**src/rtl/irq_pkg.sv**
```systemverilog
// Shared types and helpers for the nested interrupt controller: FSM states,
// priority encoder and the width constants used for levels and nesting depth.
package irq_pkg;
    localparam int CH_MAX   = 16;
    localparam int CH_IDX_W = $clog2(CH_MAX);
    localparam int LEVEL_W  = $clog2(CH_MAX + 1);

    typedef enum logic [1:0] {
        IDLE    = 2'd0,
        ENTER   = 2'd1,
        SERVING = 2'd2
    } irq_state_e;

    typedef struct packed {
        logic                valid;
        logic [CH_IDX_W-1:0] idx;
    } prio_t;

    // Highest set bit wins; ascending scan lets later hits overwrite earlier ones.
    function automatic prio_t prio_enc(input logic [CH_MAX-1:0] vec);
        prio_t r;
        r = '0;
        for (int i = 0; i < CH_MAX; i++) begin
            if (vec[i]) begin
                r.valid = 1'b1;
                r.idx   = CH_IDX_W'(i);
            end
        end
        return r;
    endfunction

    function automatic int depth_w(input int nest_depth);
        return $clog2(nest_depth + 1);
    endfunction
endpackage

```
**src/rtl/nested_interrupt_controller_if.sv**
```systemverilog
// Pipeline-side bundle of the nested interrupt controller: request/eret/PC inputs
// and the entry pulse, vector, EPC and status outputs.
interface nested_interrupt_controller_if #(
    parameter int CHANNELS   = 3,
    parameter int NEST_DEPTH = 4,
    parameter int ADDR_WIDTH = 32
);
    localparam int DEPTH_W = irq_pkg::depth_w(NEST_DEPTH);

    logic                  enable;
    logic [CHANNELS-1:0]   request;
    logic                  interruptEnd;
    logic [ADDR_WIDTH-1:0] savePc;
    logic                  interrupted;
    logic [ADDR_WIDTH-1:0] handlerPc;
    logic [ADDR_WIDTH-1:0] epc;
    logic [CHANNELS-1:0]   interruptOut;
    logic [CHANNELS-1:0]   pending;
    logic [DEPTH_W-1:0]    depth;
    logic                  error;

    modport master (
        output enable, request, interruptEnd, savePc,
        input  interrupted, handlerPc, epc, interruptOut, pending, depth, error
    );

    modport slave (
        input  enable, request, interruptEnd, savePc,
        output interrupted, handlerPc, epc, interruptOut, pending, depth, error
    );
endinterface

```
**src/rtl/epc_stack.sv**
```systemverilog
// LIFO of return PCs; one entry per in-service nesting level.
module epc_stack #(
    parameter int DEPTH = 4,
    parameter int WIDTH = 32
) (
    input  logic                       clock,
    input  logic                       reset,
    input  logic                       push,
    input  logic                       pop,
    input  logic [WIDTH-1:0]           din,
    output logic [WIDTH-1:0]           top,
    output logic [$clog2(DEPTH+1)-1:0] count,
    output logic                       full,
    output logic                       empty
);
    localparam int CW = $clog2(DEPTH + 1);

    logic [WIDTH-1:0] mem [DEPTH];

    assign full  = (count == CW'(DEPTH));
    assign empty = (count == '0);

    always_ff @(posedge clock) begin
        if (reset) begin
            count <= '0;
            for (int i = 0; i < DEPTH; i++) mem[i] <= '0;
        end else if (push && !full) begin
            for (int i = 0; i < DEPTH; i++) begin
                if (count == CW'(i)) mem[i] <= din;
            end
            count <= count + CW'(1);
        end else if (pop && !empty) begin
            count <= count - CW'(1);
        end
    end

    // Slots above count are stale after a pop, so only the live top is exposed.
    always_comb begin
        top = '0;
        for (int i = 0; i < DEPTH; i++) begin
            if (count == CW'(i + 1)) top = mem[i];
        end
    end
endmodule

```
**src/rtl/nested_interrupt_controller.sv**
```systemverilog
// Fixed-priority, preemptive nested interrupt controller with a hardware EPC stack.
// state   | meaning
// IDLE    | nothing in service, depth = 0
// ENTER   | one-cycle entry pulse, pipeline clear and PC redirect
// SERVING | at least one handler in service, depth > 0
module nested_interrupt_controller #(
    parameter int                    CHANNELS      = 3,
    parameter int                    NEST_DEPTH    = 4,
    parameter int                    ADDR_WIDTH    = 32,
    parameter logic [ADDR_WIDTH-1:0] VECTOR_BASE   = 32'h0000_0100,
    parameter logic [ADDR_WIDTH-1:0] VECTOR_STRIDE = 32'h0000_0040
) (
    input logic                          clock,
    input logic                          reset,
    nested_interrupt_controller_if.slave bus
);
    import irq_pkg::*;

    localparam int DEPTH_W = depth_w(NEST_DEPTH);

    logic [CHANNELS-1:0]   sync1, sync2, sync3, rise;
    logic [CHANNELS-1:0]   pending_q, in_service_q, eligible, take_mask, ret_mask;
    logic [ADDR_WIDTH-1:0] handler_q;
    logic                  error_q;
    irq_state_e            state_q, state_d;
    prio_t                 cand, top_svc;
    logic [LEVEL_W-1:0]    level;
    logic                  take, ret, stack_full, stack_empty;
    logic [DEPTH_W-1:0]    count;

    assign rise    = sync2 & ~sync3;
    assign top_svc = prio_enc(CH_MAX'(in_service_q));
    assign level   = top_svc.valid ? LEVEL_W'(top_svc.idx) + LEVEL_W'(1) : '0;

    // Only channels strictly above the current level may preempt.
    always_comb begin
        eligible = '0;
        for (int i = 0; i < CHANNELS; i++) begin
            eligible[i] = pending_q[i] && (LEVEL_W'(i) >= level);
        end
    end

    assign cand = prio_enc(CH_MAX'(eligible));
    assign ret  = bus.enable && (state_q == SERVING) && bus.interruptEnd && !stack_empty;
    assign take = bus.enable && (state_q != ENTER) && !bus.interruptEnd
                  && cand.valid && !stack_full;

    always_comb begin
        take_mask = '0;
        ret_mask  = '0;
        for (int i = 0; i < CHANNELS; i++) begin
            take_mask[i] = take && (cand.idx == CH_IDX_W'(i));
            ret_mask[i]  = ret && (top_svc.idx == CH_IDX_W'(i));
        end
    end

    always_ff @(posedge clock) begin
        if (reset) state_q <= IDLE;
        else       state_q <= state_d;
    end

    always_comb begin
        state_d = state_q;
        if (bus.enable) begin
            case (state_q)
                IDLE:    if (take) state_d = ENTER;
                ENTER:   state_d = SERVING;
                SERVING: begin
                    if (ret)       state_d = (count == DEPTH_W'(1)) ? IDLE : SERVING;
                    else if (take) state_d = ENTER;
                end
                default: state_d = IDLE;
            endcase
        end
    end

    always_comb begin
        bus.interrupted = (state_q == ENTER);
    end

    // Synchroniser and pending capture run regardless of enable.
    always_ff @(posedge clock) begin
        if (reset) begin
            sync1        <= '0;
            sync2        <= '0;
            sync3        <= '0;
            pending_q    <= '0;
            in_service_q <= '0;
            handler_q    <= '0;
            error_q      <= 1'b0;
        end else begin
            sync1        <= bus.request;
            sync2        <= sync1;
            sync3        <= sync2;
            pending_q    <= (pending_q | rise) & ~take_mask;
            in_service_q <= (in_service_q | take_mask) & ~ret_mask;
            if (take) handler_q <= VECTOR_BASE + ADDR_WIDTH'(cand.idx) * VECTOR_STRIDE;
            if (bus.enable && (state_q == IDLE) && bus.interruptEnd) error_q <= 1'b1;
        end
    end

    epc_stack #(
        .DEPTH (NEST_DEPTH),
        .WIDTH (ADDR_WIDTH)
    ) u_stack (
        .clock (clock),
        .reset (reset),
        .push  (take),
        .pop   (ret),
        .din   (bus.savePc),
        .top   (bus.epc),
        .count (count),
        .full  (stack_full),
        .empty (stack_empty)
    );

    assign bus.handlerPc    = handler_q;
    assign bus.interruptOut = in_service_q;
    assign bus.pending      = pending_q;
    assign bus.depth        = count;
    assign bus.error        = error_q;
endmodule

```
**src/flat_wrapper.sv**
```systemverilog
// flat-port wrapper written by rule: the top's interface ports become plain ports
module nested_interrupt_controller_flat import irq_pkg::*;
#(
    parameter int                    CHANNELS      = 3,
    parameter int                    NEST_DEPTH    = 4,
    parameter int                    ADDR_WIDTH    = 32,
    parameter logic [ADDR_WIDTH-1:0] VECTOR_BASE   = 32'h0000_0100,
    parameter logic [ADDR_WIDTH-1:0] VECTOR_STRIDE = 32'h0000_0040
)
  (clock, reset, bus_enable, bus_request, bus_interruptEnd, bus_savePc, bus_interrupted, bus_handlerPc, bus_epc, bus_interruptOut, bus_pending, bus_depth, bus_error);
  nested_interrupt_controller_if #(.CHANNELS(CHANNELS), .NEST_DEPTH(NEST_DEPTH), .ADDR_WIDTH(ADDR_WIDTH)) bus_i ();
  input logic clock;
  input logic reset;
  input wire logic [$bits(bus_i.enable)-1:0] bus_enable;
  input wire logic [$bits(bus_i.request)-1:0] bus_request;
  input wire logic [$bits(bus_i.interruptEnd)-1:0] bus_interruptEnd;
  input wire logic [$bits(bus_i.savePc)-1:0] bus_savePc;
  output wire logic [$bits(bus_i.interrupted)-1:0] bus_interrupted;
  output wire logic [$bits(bus_i.handlerPc)-1:0] bus_handlerPc;
  output wire logic [$bits(bus_i.epc)-1:0] bus_epc;
  output wire logic [$bits(bus_i.interruptOut)-1:0] bus_interruptOut;
  output wire logic [$bits(bus_i.pending)-1:0] bus_pending;
  output wire logic [$bits(bus_i.depth)-1:0] bus_depth;
  output wire logic [$bits(bus_i.error)-1:0] bus_error;
  assign bus_i.enable = bus_enable;
  assign bus_i.request = bus_request;
  assign bus_i.interruptEnd = bus_interruptEnd;
  assign bus_i.savePc = bus_savePc;
  assign bus_interrupted = bus_i.interrupted;
  assign bus_handlerPc = bus_i.handlerPc;
  assign bus_epc = bus_i.epc;
  assign bus_interruptOut = bus_i.interruptOut;
  assign bus_pending = bus_i.pending;
  assign bus_depth = bus_i.depth;
  assign bus_error = bus_i.error;
  nested_interrupt_controller #(.CHANNELS(CHANNELS), .NEST_DEPTH(NEST_DEPTH), .ADDR_WIDTH(ADDR_WIDTH), .VECTOR_BASE(VECTOR_BASE), .VECTOR_STRIDE(VECTOR_STRIDE)) u_core (.clock(clock), .reset(reset), .bus(bus_i));
endmodule
```
**config.mk**
```make
export PLATFORM = sky130hd
export DESIGN_NAME = nested_interrupt_controller_flat
export DESIGN_NICKNAME = d
export VERILOG_FILES = /design/src/rtl/irq_pkg.sv /design/src/rtl/nested_interrupt_controller_if.sv /design/src/rtl/epc_stack.sv /design/src/rtl/nested_interrupt_controller.sv /design/src/flat_wrapper.sv
export SDC_FILE = /design/constraint.sdc
export NUM_CORES = 1
export LEC_CHECK = 0
export ABC_AREA = 1
export CORE_ASPECT_RATIO = 0.7
export CORE_MARGIN = 1
export CORE_UTILIZATION = 50
export DETAILED_ROUTE_END_ITERATION = 8
export PLACE_DENSITY = 0.75
export SLEW_MARGIN = 5
export SYNTH_ARGS = -nofsm -noshare
export SYNTH_HDL_FRONTEND = slang
export SYNTH_HIERARCHICAL = 1
export SYNTH_SLANG_ARGS = --single-unit
```
**constraint.sdc**
```tcl
create_clock -name clock -period 8.95 [get_ports clock]
set_input_delay 1.79 -clock clock [delete_from_list [all_inputs] [get_ports clock]]
set_output_delay 1.79 -clock clock [all_outputs]
set_load 0.05 [all_outputs]
```
# --- Yosys cells after proc, flatten, opt, wreduce, memory -nomap -nowiden ---
# Memory sizes are Yosys's and may differ from the RTL's.
# Cells that the tools add are included.
classes:
  n_addsub: 4
  order_cmp: 3
  eq_ne: 11
  muxes: 39
  n_bitwise: 12
  n_reduce_logical: 28
op_table:
  columns: ["op", "count"]
  rows:
  - ["32-bit two-way mux", 8]
  - ["5-bit two-way mux", 7]
  - ["1-bit logical AND", 20]
  - ["1-bit two-way mux", 18]
  - ["9-bit by 10-bit adder with 11-bit output, first input constant", 1]
  - ["1-bit by 5-bit >= comparator with 1-bit output, first input constant", 2]
  - ["3-bit bitwise AND", 3]
  - ["3-bit inverter", 3]
  - ["4-bit by 1-bit equality test with 1-bit output, second input constant", 2]
  - ["4-bit by 2-bit equality test with 1-bit output, second input constant", 2]
  - ["4-bit logical NOT", 2]
  - ["3-bit by 2-bit equality test with 1-bit output, second input constant", 2]
  - ["2-bit two-way mux", 3]
  - ["3-bit two-way mux", 2]
  - ["3-bit bitwise OR", 2]
  - ["2-bit one-hot mux with 3 select lines", 1]
  - ["4-bit by 1-bit adder with 5-bit output, second input constant", 1]
  - ["2-bit by 5-bit >= comparator with 1-bit output, first input constant", 1]
  - ["1-bit bitwise OR", 4]
  - ["3-bit by 1-bit adder with 3-bit output, second input constant", 1]
  - ["3-bit by 1-bit equality test with 1-bit output, second input constant", 1]
  - ["3-bit equality test, second input constant", 1]
  - ["1-bit logical NOT", 3]
  - ["3-bit logical NOT", 1]
  - ["6 further kinds", 6]
word_totals:
  ff_bits: 53
  ramBits: 128
  inputBits: 39
  output_inout_bits: 75
  elab_cells: 107
  memories: 1
memory_table:
  columns: ["memory", "words", "word_bits", "rd", "rd_ports_with_merged_regs", "wr", "line", "text"]
  rows:
  - ["u_core.u_stack.mem", 4, 32, 4, 0, 4, "epc_stack.sv:18", "logic [WIDTH-1:0] mem [DEPTH];"]

# --- Longest topological paths before layout ---
# Gate-level depths: netlist of run 1.
logic_depth:
  ltp_word: 17
  ltp_mapped: 16
  ltp_nobuf: 13

# --- Cells and area by module ---
# Netlist of run 1, hierarchy kept.
modules_own_cells:
  columns: ["mod", "instances", "cells_per_inst", "area_each_um2", "seq_area_each_um2"]
  rows:
  - ["epc_stack", 1, 637, 6027.0, 3903.7]
  - ["nested_interrupt_controller", 1, 134, 1067.3, 420.4]

# --- Worst setup path after synthesis of run 1 ---
# OpenSTA, ideal clock, no wires.
synth_path:
  path_kind: "input-to-reg"
  start: "input port bus_interruptEnd"
  end: "memory u_core.u_stack.mem[0][0] (enable)"
  setup_ps: 466
  arrival_ps: 4942
  t_required_ps: 8484
  slack_ps: 3542
  path_stages: 7
  n_path_buf: 1
  path_cell_list: "or2_4 -> nor2_8 -> nand2_2 -> inv_2 -> buf_2 -> nand2_1 -> o21ai_0"
synth_lines:
  columns: ["element", "line", "text"]
  rows:
  - ["start: declaration", "flat_wrapper.sv:16", "input wire logic [$bits(bus_i.interruptEnd)-1:0] bus_interruptEnd;"]
  - ["end: declaration", "epc_stack.sv:18", null]

# --- Worst setup path in the final report of run 1 ---
layout_path:
  start: "register u_core.u_stack.count[0]"
  end: "output port bus_epc[23]"
layout_via:
  elab_chain_cells: 5
  elab_cells_between_ends: 8
  cone_classes: "eq/ne (4); mux (4)"
layout_rtl:
  columns: ["element", "line", "text"]
  rows:
  - ["start: declaration", "epc_stack.sv:12", "output logic [$clog2(DEPTH+1)-1:0] count,"]
  - ["start signal: assignment", "epc_stack.sv:31", "count <= count + CW'(1);"]
  - ["start signal: assignment", "epc_stack.sv:33", "count <= count - CW'(1);"]
  - ["3-bit by 1-bit equality test with 1-bit output", "epc_stack.sv:41", "if (count == CW'(i + 1)) top = mem[i];"]
  - ["32-bit two-way mux (3 in a row)", "epc_stack.sv:41", null]
  - ["32-bit two-way mux *", "epc_stack.sv:41", null]
  - ["end: declaration", "flat_wrapper.sv:20", "output wire logic [$bits(bus_i.epc)-1:0] bus_epc;"]
# Mark *: on every way between the ends. The rest lies on a longest branch, timed or not.

==> results of run 1 <==
## report_power, final
| group | internal, mW | switching (mW) |
|---|---|---|
| Combinational | 0.0545 | 0.146 |
| Clock | 0.464 | 0.279 |
| Sequential | 0.795 | 0.0103 |
## placed cells by master (no fill, tap or decap)
master | netlist | routed
ha_1 | 6 | 6
dfxtp_1 | 24 | 24
inv_2 | 4 | 5
clkdlybuf4s50_1 | 0 | 84
conb_1 | 1 | 29
nor2_2 | 7 | 6
o21a_1 | 1 | 1
nand2_1 | 155 | 153
bufinv_16 | 0 | 4
or2_4 | 1 | 1
clkinvlp_2 | 0 | 1
clkbuf_16 | 0 | 17
nand3_2 | 4 | 4
clkinv_2 | 0 | 1
o21ai_4 | 1 | 3
clkinv_1 | 1 | 2
nor2_8 | 1 | 1
nand3b_1 | 1 | 1
o21ai_0 | 5 | 3
nor2_4 | 0 | 1
o21bai_1 | 3 | 3
inv_6 | 0 | 2
nand2_2 | 2 | 4
nand3_1 | 76 | 76
nor3b_1 | 1 | 1
a21oi_1 | 10 | 10
inv_1 | 60 | 59
clkbuf_1 | 6 | 2
nand4_1 | 1 | 1
nor2_1 | 212 | 212
buf_4 | 36 | 6
edfxtp_1 | 128 | 128
clkinvlp_4 | 0 | 3
## cells by family after synthesis
family | share of synthesized area (%)
flops | 60.95
other cells | 0.05286
buf+inv | 9.383
compound gates | 1.711
simple gates | 26.84
fa+ha+maj | 1.058
## through the flow
| stage | hold slack (ns) | area (sq um) | util [%] | worst slack (ns) |
|---|---|---|---|---|
| after floorplan | 0.3883 | 7199 | - | 3.542 |
| after global placement | 0.3915 | 7934 | 57.19 | 4.314 |
| after detailed placement | 0.3961 | 7934 | 57.19 | 4.288 |
| after CTS | 0.3994 | 8541 | 61.56 | 3.827 |
| after global routing | 0.4072 | 8541 | 61.56 | 3.555 |
| final | 0.4103 | 8541 | 61.56 | 3.846 |
## final timing paths
kind	end	slack, ns	cells after the start
hold reg to reg	u_core/sync2[1]$_SDFF_PP0_	0.41	2
setup / recovery	bus_epc[23]	3.85	9
setup reg to reg	u_core/u_stack/mem[3][20]$_SDFFCE_PN0P_	4.98	10
hold / removal	u_core/sync2[1]$_SDFF_PP0_	0.41	2
## registers in the layout, indices dropped and copies added, names as in the netlist
| name | flops |
|---|---|
| u_core/sync2 | 3 |
| u_core/bus.interruptOut | 3 |
| u_core/u_stack/mem | 128 |
| u_core/bus.handlerPc | 3 |
| u_core/sync3 | 3 |
| u_core/bus.error | 1 |
| u_core/sync1 | 3 |
| u_core/state_q | 2 |
| u_core/bus.pending | 3 |
| u_core/u_stack/count | 3 |
## final cells by class
type | instances | area (sq um) | share of cell area [%]
clock buffer | 19 | 432.9 | 5.069
timing repair buffer | 90 | 885.9 | 10.37
inverter | 65 | 244.0 | 2.857
tap | 190 | 237.7 | 2.783
sequential | 152 | 4324 | 50.63
multi-input combinational | 516 | 2242 | 26.25
clock inverter | 12 | 173.9 | 2.036
## critical path: stages, from the launching register on
cell	delay, ns
dfxtp_1	0.35
inv_1	0.14
ha_1	0.17
inv_2	0.25
nor2_4	0.74
nand2_1	0.12
nand3_1	0.14
nand2_1	0.08
nand2_1	0.08
clkdlybuf4s50_1	0.80
## routing by layer
| metal | vias up | GRT usage [%] | wire length, microns |
|---|---|---|---|
| met1 | 2440 | 30.38 | 6936 |
| li1 | 2549 | - | - |
| met2 | 177 | 35.84 | 7182 |
| met5 | - | 0 | 0 |
| met4 | 0 | 5.587 | 102 |
| met3 | 13 | 5.816 | 1018 |
==> results.sh, run 1 <==
export IMPL_grt_usage_pct=22.32
export IMPL_syn_cell_area_sq_um=7094
export IMPL_setup_viol=0
export IMPL_slew_limit_headroom_pct=21.15
export IMPL_ys_ff_latch=152
export IMPL_clockBufferDepth=2
export IMPL_dp_hpwl_microns=8902
export IMPL_max_slew_worst_pin_slew_ns=1.178
export IMPL_total_power_mw=1.749
export IMPL_p_per_area_nw_per_um2=204.8
export IMPL_cts_tree="done"
export IMPL_post_cts_setup_buffer_count=0
export IMPL_drv_slew=0
export IMPL_root_buffer="clkbuf_16"
export IMPL_antenna_cells=0
export IMPL_r2r_start="u_core/u_stack/count[0]$_SDFFE_PP0P_"
export IMPL_worstHoldPathType="reg -> reg"
export IMPL_drt_total_wl_microns=15240
export IMPL_cp_startpoint="u_core/u_stack/count[0]$_SDFFE_PP0P_"
export IMPL_final_layout_size_suffix_gt1_share_pct=6.909
export IMPL_syn_to_final_growth_pct=20.39
export IMPL_coreArea_sq_um=13870
export IMPL_post_route_period_util_pct=57.03
export IMPL_die_area_sq_um=14680
export IMPL_critical_path_required_ns=7.16
export IMPL_clock_sinks=152
export IMPL_initial_utilization_pct=51.14
export IMPL_wire_per_inst_microns=14.60
export IMPL_postSynthAreaPerCell_sq_um=9.201
export IMPL_synth_commonest_cells="212 x nor2_1, 155 x nand2_1, 128 x edfxtp_1, 76 x nand3_1, 60 x inv_1"
export IMPL_gp_congestion=0.7825
export IMPL_yosysSeqAreaShare_pct=60.95
export IMPL_ys_types=28
export IMPL_vias=5179
export IMPL_fillerInstances=1142
export IMPL_fin_nets=887
export IMPL_crit_type="reg -> out"
export IMPL_status="finished, final reports clean"
export IMPL_p_leak_nw=3.692
export IMPL_drt_iter0_markers=531
export IMPL_cts_hold_buffers=0
export IMPL_synth_edff_count=128
export IMPL_synth_top_cell_by_area="edfxtp_1"
export IMPL_yosys_warnings=6
export IMPL_viasPerCell=4.961
export IMPL_cp_start_kind="register"
export IMPL_grt_overflow_total=0
export IMPL_fin_cells=1044
export IMPL_max_cap_violations=0
export IMPL_grt_first_pass_wirelength_microns=24510
export IMPL_dp_cells=1013
export IMPL_grt_max_degree=66
export IMPL_hold_violations=0
export IMPL_synthFlopType="edfxtp_1"
export IMPL_fin_crit_ns=5.104
export IMPL_first_pass_iters=5
export IMPL_yosysMostFrequentCell="nor2_1"
export IMPL_antenna_left=0
export IMPL_antenna_found_initial=0
export IMPL_peakVddDrop_mv=0.1442
export IMPL_die_h_microns=101.7
export IMPL_synthCells=771
export IMPL_port_buffers=84
export IMPL_htreeDepth=4
export IMPL_synth_top_area_share_pct=54.18
export IMPL_worst_path_max_fanout=34
export IMPL_clk_pin_slew_ns=0.06
export IMPL_die_width_microns=144.4
export IMPL_fin_skew_ns=0.008846
export IMPL_cp_end_kind="output pin"
export IMPL_hp_start="u_core/sync1[1]$_SDFF_PP0_"
export IMPL_grt_setup_unrepaired="false"
export IMPL_clock_latency_ns=0.42
export IMPL_worstPathArrival_ns=3.31
export IMPL_fmax_ghz=0.1959
export IMPL_numCtsBuffers=17
export IMPL_cts_resized=0
export IMPL_yosys_top_cells_area="edfxtp_1 54%, nor2_1 11%, nand2_1 8.2%"
export IMPL_tns_ns=0
export IMPL_async_flop_share_pct=0
export IMPL_num_rows=36
export IMPL_grt_pass1_vias=5012
export IMPL_pin_count=114
export IMPL_drc_errors=0
No activity file was read; power rests on OpenSTA's default activity.
==> run 2: changes to the inputs <==
clock period = 5.3 ns   (was 8.95 ns; I/O delays follow)
==> run 2 against run 1 <==
  * Clock skew hardly changed
  * Sequential share of layout area is 0.12 points higher
  * Sequential power is 69% higher
  * Combinational power is 70% higher
  * Register-to-register slack worse by 3.5 ns
  * Worst setup slack worse by 3.0 ns
  * Power is 65% higher
  * Cell count hardly changed
  * Sequential cell count stayed put
  * Critical endpoint unchanged
  * Largest cell class unchanged
==> results.sh, run 2 (same netlist as run 1, synthesis figures left out) <==
export IMPL_status="finished, final reports clean"
export IMPL_fmax_ghz=0.2239
export IMPL_post_cts_setup_buffer_count=0
export IMPL_grt_first_pass_wirelength_microns=24460
export IMPL_fillerInstances=1140
export IMPL_clockBufferDepth=2
export IMPL_cts_resized=0
export IMPL_cp_start_kind="register"
export IMPL_dp_cells=1016
export IMPL_slowest_delay_ns=0.81
export IMPL_die_width_microns=144.4
export IMPL_met3_length_microns=969
export IMPL_pin_count=114
export IMPL_cts_hold_buffers=0
export IMPL_cts_tree="done"
export IMPL_setup_ws_ns=0.8335
export IMPL_antenna_found_initial=0
export IMPL_p_per_area_nw_per_um2=337.9
export IMPL_vias=5199
export IMPL_fin_crit_ns=4.467
export IMPL_cp_end_kind="output pin"
export IMPL_p_leak_nw=3.692
export IMPL_die_area_sq_um=14680
export IMPL_dp_hpwl_microns=9221
export IMPL_crit_type="reg -> out"
export IMPL_coreArea_sq_um=13870
export IMPL_grt_usage_pct=22.37
export IMPL_drc_errors=0
export IMPL_clk_pin_slew_ns=0.06
export IMPL_pwr_share_clk_pct=41.0
export IMPL_largest_register_ffs=128
export IMPL_num_rows=36
export IMPL_tns_ns=0
export IMPL_switchingPower_uw=716.5
export IMPL_grt_overflow_total=0
export IMPL_highest_layer="met4"
export IMPL_critical_path_required_ns=4.24
export IMPL_path_cells="inv_1 > ha_1 > inv_2 > nor2_4 > nand2_1 > nand3_1 > nand2_1 > nand2_1 > clkdlybuf4s50_1"
export IMPL_holdWs_ns=0.4038
export IMPL_worstHoldPathType="reg -> reg"
export IMPL_max_flop_register="u_core/u_stack/mem"
export IMPL_setup_viol=0
export IMPL_clock_sinks=152
export IMPL_viasPerCell=4.975
export IMPL_grt_setup_unrepaired="false"
export IMPL_pre_cts_slack_ns=1.360
export IMPL_worst_path_max_fanout=34
export IMPL_drt_iter0_markers=445
export IMPL_total_power_mw=2.880
export IMPL_root_buffer="clkbuf_16"
export IMPL_mostFrequentLayoutCells="212 x nor2_1, 153 x nand2_1, 128 x edfxtp_1, 84 x clkdlybuf4s50_1, 76 x nand3_1"
export IMPL_sw_frac_of_total_pct=24.88
export IMPL_postPlaceCellArea_sq_um=7956
export IMPL_crit_top_cell="nand2_1"
export IMPL_p_comb_share_pct=11.8
export IMPL_grt_max_degree=66
export IMPL_hold_violations=0
export IMPL_final_common_cell="nor2_1"
export IMPL_first_pass_iters=5
export IMPL_numCtsBuffers=17
export IMPL_die_h_microns=101.7
export IMPL_final_area_sq_um=8521
export IMPL_fin_cells=1045
export IMPL_p_int_mw=2.163
export IMPL_drv_slew=0
export IMPL_m1WireLength_microns=7117
export IMPL_gp_congestion=0.8122
export IMPL_grt_pass1_vias=4760
export IMPL_htreeDepth=4
export IMPL_cpMaxStageDelayCell="clkdlybuf4s50_1"
export IMPL_port_buffers=84
export IMPL_post_route_period_util_pct=84.27
export IMPL_slew_limit_headroom_pct=21.25
export IMPL_wire_per_inst_microns=14.71
export IMPL_crit_family="buffers and inverters"
export IMPL_antenna_cells=0
export IMPL_fin_skew_ns=0.009299
export IMPL_p_seq_share_pct=47.2
export IMPL_worstPathArrival_ns=3.41
export IMPL_max_cap_violations=0
export IMPL_peakVddDrop_mv=0.2619
export IMPL_antenna_left=0
export IMPL_final_util_pct=61.42
export IMPL_max_slew_worst_pin_slew_ns=1.181
export IMPL_clock_latency_ns=0.42
export IMPL_final_layout_size_suffix_gt1_share_pct=6.901
export IMPL_critPathBufInv=3
export IMPL_initial_utilization_pct=51.14
export IMPL_drt_total_wl_microns=15380
export IMPL_syn_to_final_growth_pct=20.11
export IMPL_fin_nets=890
export IMPL_wl_met2_microns=7091
## run 2: final cells by class
class	count	area, sq um	share of cell area, %
Multi-Input combinational cell	516	2242	26.31
Timing Repair Buffer	93	908.4	10.66
Clock inverter	10	131.4	1.542
Clock buffer	19	432.9	5.081
Inverter	65	244.0	2.863
Tap cell	190	237.7	2.790
Sequential cell	152	4324	50.75
## run 2: worst register-to-register path, stage by stage (launching register included)
cell and delay (ns):
dfxtp_1 0.42, inv_1 0.13, ha_1 0.23, nand2_1 0.18, inv_2 0.43, or2_4 0.46
nor2_8 0.15, nand2_2 0.11, inv_2 0.19, nand2_1 0.24, o21ai_4 0.90
## run 2: final timing paths
path                            slack [ns]  cells after the start                                 start                                      end
worst max-delay path                  0.83                      9  u_core/u_stack/count[0]$_SDFFE_PP0P_                              bus_epc[23]
worst min-delay path                  0.40                      2            u_core/sync1[0]$_SDFF_PP0_               u_core/sync2[0]$_SDFF_PP0_
worst max register to register        1.45                     10  u_core/u_stack/count[0]$_SDFFE_PP0P_  u_core/u_stack/mem[0][11]$_SDFFCE_PN0P_
worst min register to register        0.40                      2            u_core/sync1[0]$_SDFF_PP0_               u_core/sync2[0]$_SDFF_PP0_
## run 2: layer usage
metal / global-route usage [%] / up-vias
met5: 0 / -
met4: 6.721 / 0
met3: 4.917 / 19
met2: 35.43 / 194
met1: 31.03 / 2434
li1: - / 2552
## run 2: power by group through the flow
stage          combinational, mW  clock, mW  sequential [mW]
3_3_place_gp               0.336          0             1.38
6_report                   0.339       1.18             1.36
5_1_grt                    0.366       1.25             1.36
2_1_floorplan              0.236          0             1.40
4_1_cts                    0.340       1.19             1.36
3_5_place_dp               0.338          0             1.38
==> run 3: changes to the inputs <==
CORE_UTILIZATION = 49   (was 50)
PLACE_DENSITY = 0.77   (was 0.75)
clock period = 3.9 ns   (was 5.3 ns; I/O delays follow)
==> run 3 against run 2 <==
  * Sequential power grew 36%
  * Cell count grew 1.1%
  * Non-clock buffer count grew 9
  * Worst setup slack lost 0.26 ns
  * Sequential cell count is the same
  * Routed wire length shrank 0.25%
  * Global-route usage shrank 0.49 points
  * Largest cell class unchanged
==> results.sh, run 3 (same netlist as run 1, synthesis figures left out) <==
export IMPL_status="finished, final reports clean"
export IMPL_fin_nets=899
export IMPL_die_h_microns=102.7
export IMPL_pre_cts_slack_ns=0.7608
export IMPL_hold_violations=0
export IMPL_max_flop_register="u_core/u_stack/mem"
export IMPL_worst_path_max_fanout=39
export IMPL_clock_sinks=152
export IMPL_dp_hpwl_microns=9429
export IMPL_r2r_start="u_core/u_stack/count[0]$_SDFFE_PP0P_"
export IMPL_cts_hold_buffers=0
export IMPL_cpMaxStageDelayCell="dfxtp_1"
export IMPL_port_buffers=84
export IMPL_final_layout_size_suffix_gt1_share_pct=11.76
export IMPL_clk_pin_slew_ns=0.06
export IMPL_antenna_cells=0
export IMPL_mostFrequentLayoutCells="212 x nor2_1, 153 x nand2_1, 128 x edfxtp_1, 76 x nand3_1, 59 x inv_1"
export IMPL_initial_utilization_pct=50.64
export IMPL_drc_errors=0
export IMPL_hold_path_end="u_core/sync2[1]$_SDFF_PP0_"
export IMPL_p_per_area_nw_per_um2=445.5
export IMPL_cp_end_kind="output pin"
export IMPL_vias=5321
export IMPL_antenna_left=0
export IMPL_final_common_cell="nor2_1"
export IMPL_drt_total_wl_microns=15340
export IMPL_regArea_sq_um=4324
export IMPL_die_area_sq_um=14970
export IMPL_ff2ff_path_depth=11
export IMPL_fin_cells=1057
export IMPL_holdWs_ns=0.4113
export IMPL_critPathBufInv=4
export IMPL_cts_resized=0
export IMPL_numCtsBuffers=17
export IMPL_grt_pass1_vias=5100
export IMPL_tns_ns=0
export IMPL_hp_start="u_core/sync1[1]$_SDFF_PP0_"
export IMPL_dp_cells=1025
export IMPL_grt_max_degree=65
export IMPL_cts_tree="done"
export IMPL_fmax_ghz=0.3003
export IMPL_drv_slew=0
export IMPL_worstPathArrival_ns=2.55
export IMPL_path_depth=9
export IMPL_total_power_mw=4.009
export IMPL_p_leak_nw=3.933
export IMPL_timing_rr_end="u_core/u_stack/mem[0][3]$_SDFFCE_PN0P_"
export IMPL_fin_skew_ns=0.01030
export IMPL_grt_first_pass_wirelength_microns=25050
export IMPL_syn_to_final_growth_pct=26.86
export IMPL_gp_congestion=0.7839
export IMPL_antenna_found_initial=0
export IMPL_post_route_period_util_pct=85.39
export IMPL_max_cap_violations=0
export IMPL_fin_crit_ns=3.330
export IMPL_fillerInstances=1078
export IMPL_worstHoldPathType="reg -> reg"
export IMPL_post_cts_setup_buffer_count=0
export IMPL_r2r_setup_slack_ns=0.99
export IMPL_setup_ws_ns=0.5697
export IMPL_slew_limit_headroom_pct=52.04
export IMPL_grt_usage_pct=21.88
export IMPL_grt_setup_unrepaired="false"
export IMPL_max_slew_worst_pin_slew_ns=0.7194
export IMPL_path_cells="inv_1 > ha_1 > inv_2 > buf_12 > nor2_1 > nor2_1 > nand2_1 > nand2_1 > buf_12"
export IMPL_viasPerCell=5.034
export IMPL_crit_type="reg -> out"
export IMPL_setup_viol=0
export IMPL_coreArea_sq_um=14010
export IMPL_critical_path_required_ns=3.12
export IMPL_multi_input_area_sq_um=2237
export IMPL_drt_iter0_markers=467
export IMPL_pin_count=114
export IMPL_die_width_microns=145.8
export IMPL_clock_latency_ns=0.42
export IMPL_htreeDepth=4
export IMPL_crit_family="buffers and inverters"
export IMPL_whs_path_depth=2
export IMPL_slowest_delay_ns=0.48
export IMPL_clockBufferDepth=2
export IMPL_num_rows=36
export IMPL_first_pass_iters=5
export IMPL_peakVddDrop_mv=0.3846
export IMPL_wire_per_inst_microns=14.51
export IMPL_largest_register_ffs=128
export IMPL_grt_overflow_total=0
export IMPL_root_buffer="clkbuf_16"
export IMPL_cp_start_kind="register"
run 3: cell types whose count changed in the layout (fill, tap and decap cells not counted), sizes merged:
cell	before	now
buf	9	50
clkdlybuf4s50	84	52
clkinv	6	8
inv	64	65
run 3: tightest hold or removal path, cell delays in order, from the launching register on:
cell	delay [ns]
dfxtp_1	0.30
inv_1	0.04
nor2_1	0.03
run 3: metal layers:
metal	wire length, microns	track usage [%]	share of wire, %
met5	0	0	0
met4	268	8.178	1.7
met3	1093	5.664	7.1
met2	6920	35.19	45
met1	7055	28.98	46
run 3: where the power goes:
| part | switching [mW] | total [mW] | internal (mW) | leakage [nW] |
|---|---|---|---|---|
| clock network | 0.632 | 1.63 | 1.00 | 0.280 |
| registers | 0.0227 | 1.85 | 1.82 | 1.52 |
| logic | 0.350 | 0.532 | 0.182 | 2.13 |
run 3: worst max path at each step:
stage / startpoint / to / slack [ns]
floorplan: u_core/u_stack/count[0]$_SDFFE_PP0P_ / u_core/u_stack/mem[0][0]$_SDFFCE_PN0P_ / -0.46
global placement: bus_interruptEnd / u_core/u_stack/mem[0][7]$_SDFFCE_PN0P_ / 0.83
detailed placement: bus_interruptEnd / u_core/u_stack/mem[0][10]$_SDFFCE_PN0P_ / 0.76
CTS: u_core/u_stack/count[2]$_SDFFE_PP0P_ / bus_epc[16] / 0.56
global route: u_core/u_stack/count[2]$_SDFFE_PP0P_ / bus_epc[16] / 0.42
finish: u_core/u_stack/count[2]$_SDFFE_PP0P_ / bus_epc[1] / 0.57
run 3: cell type report:
type,count,area share (%)
Sequential cell,152,48.05
Multi-Input combinational cell,516,24.86
Tap cell,190,2.641
Clock buffer,19,4.810
Clock inverter,13,1.696
Timing Repair Buffer,102,15.24
Inverter,65,2.711
run 3: metrics by stage:
stage	instance area, sq um	utilization, %
finish	9000	64.25
global route	9000	64.25
CTS	9000	64.25
global placement	8414	60.07
detailed placement	8414	60.07
floorplan	7199	-
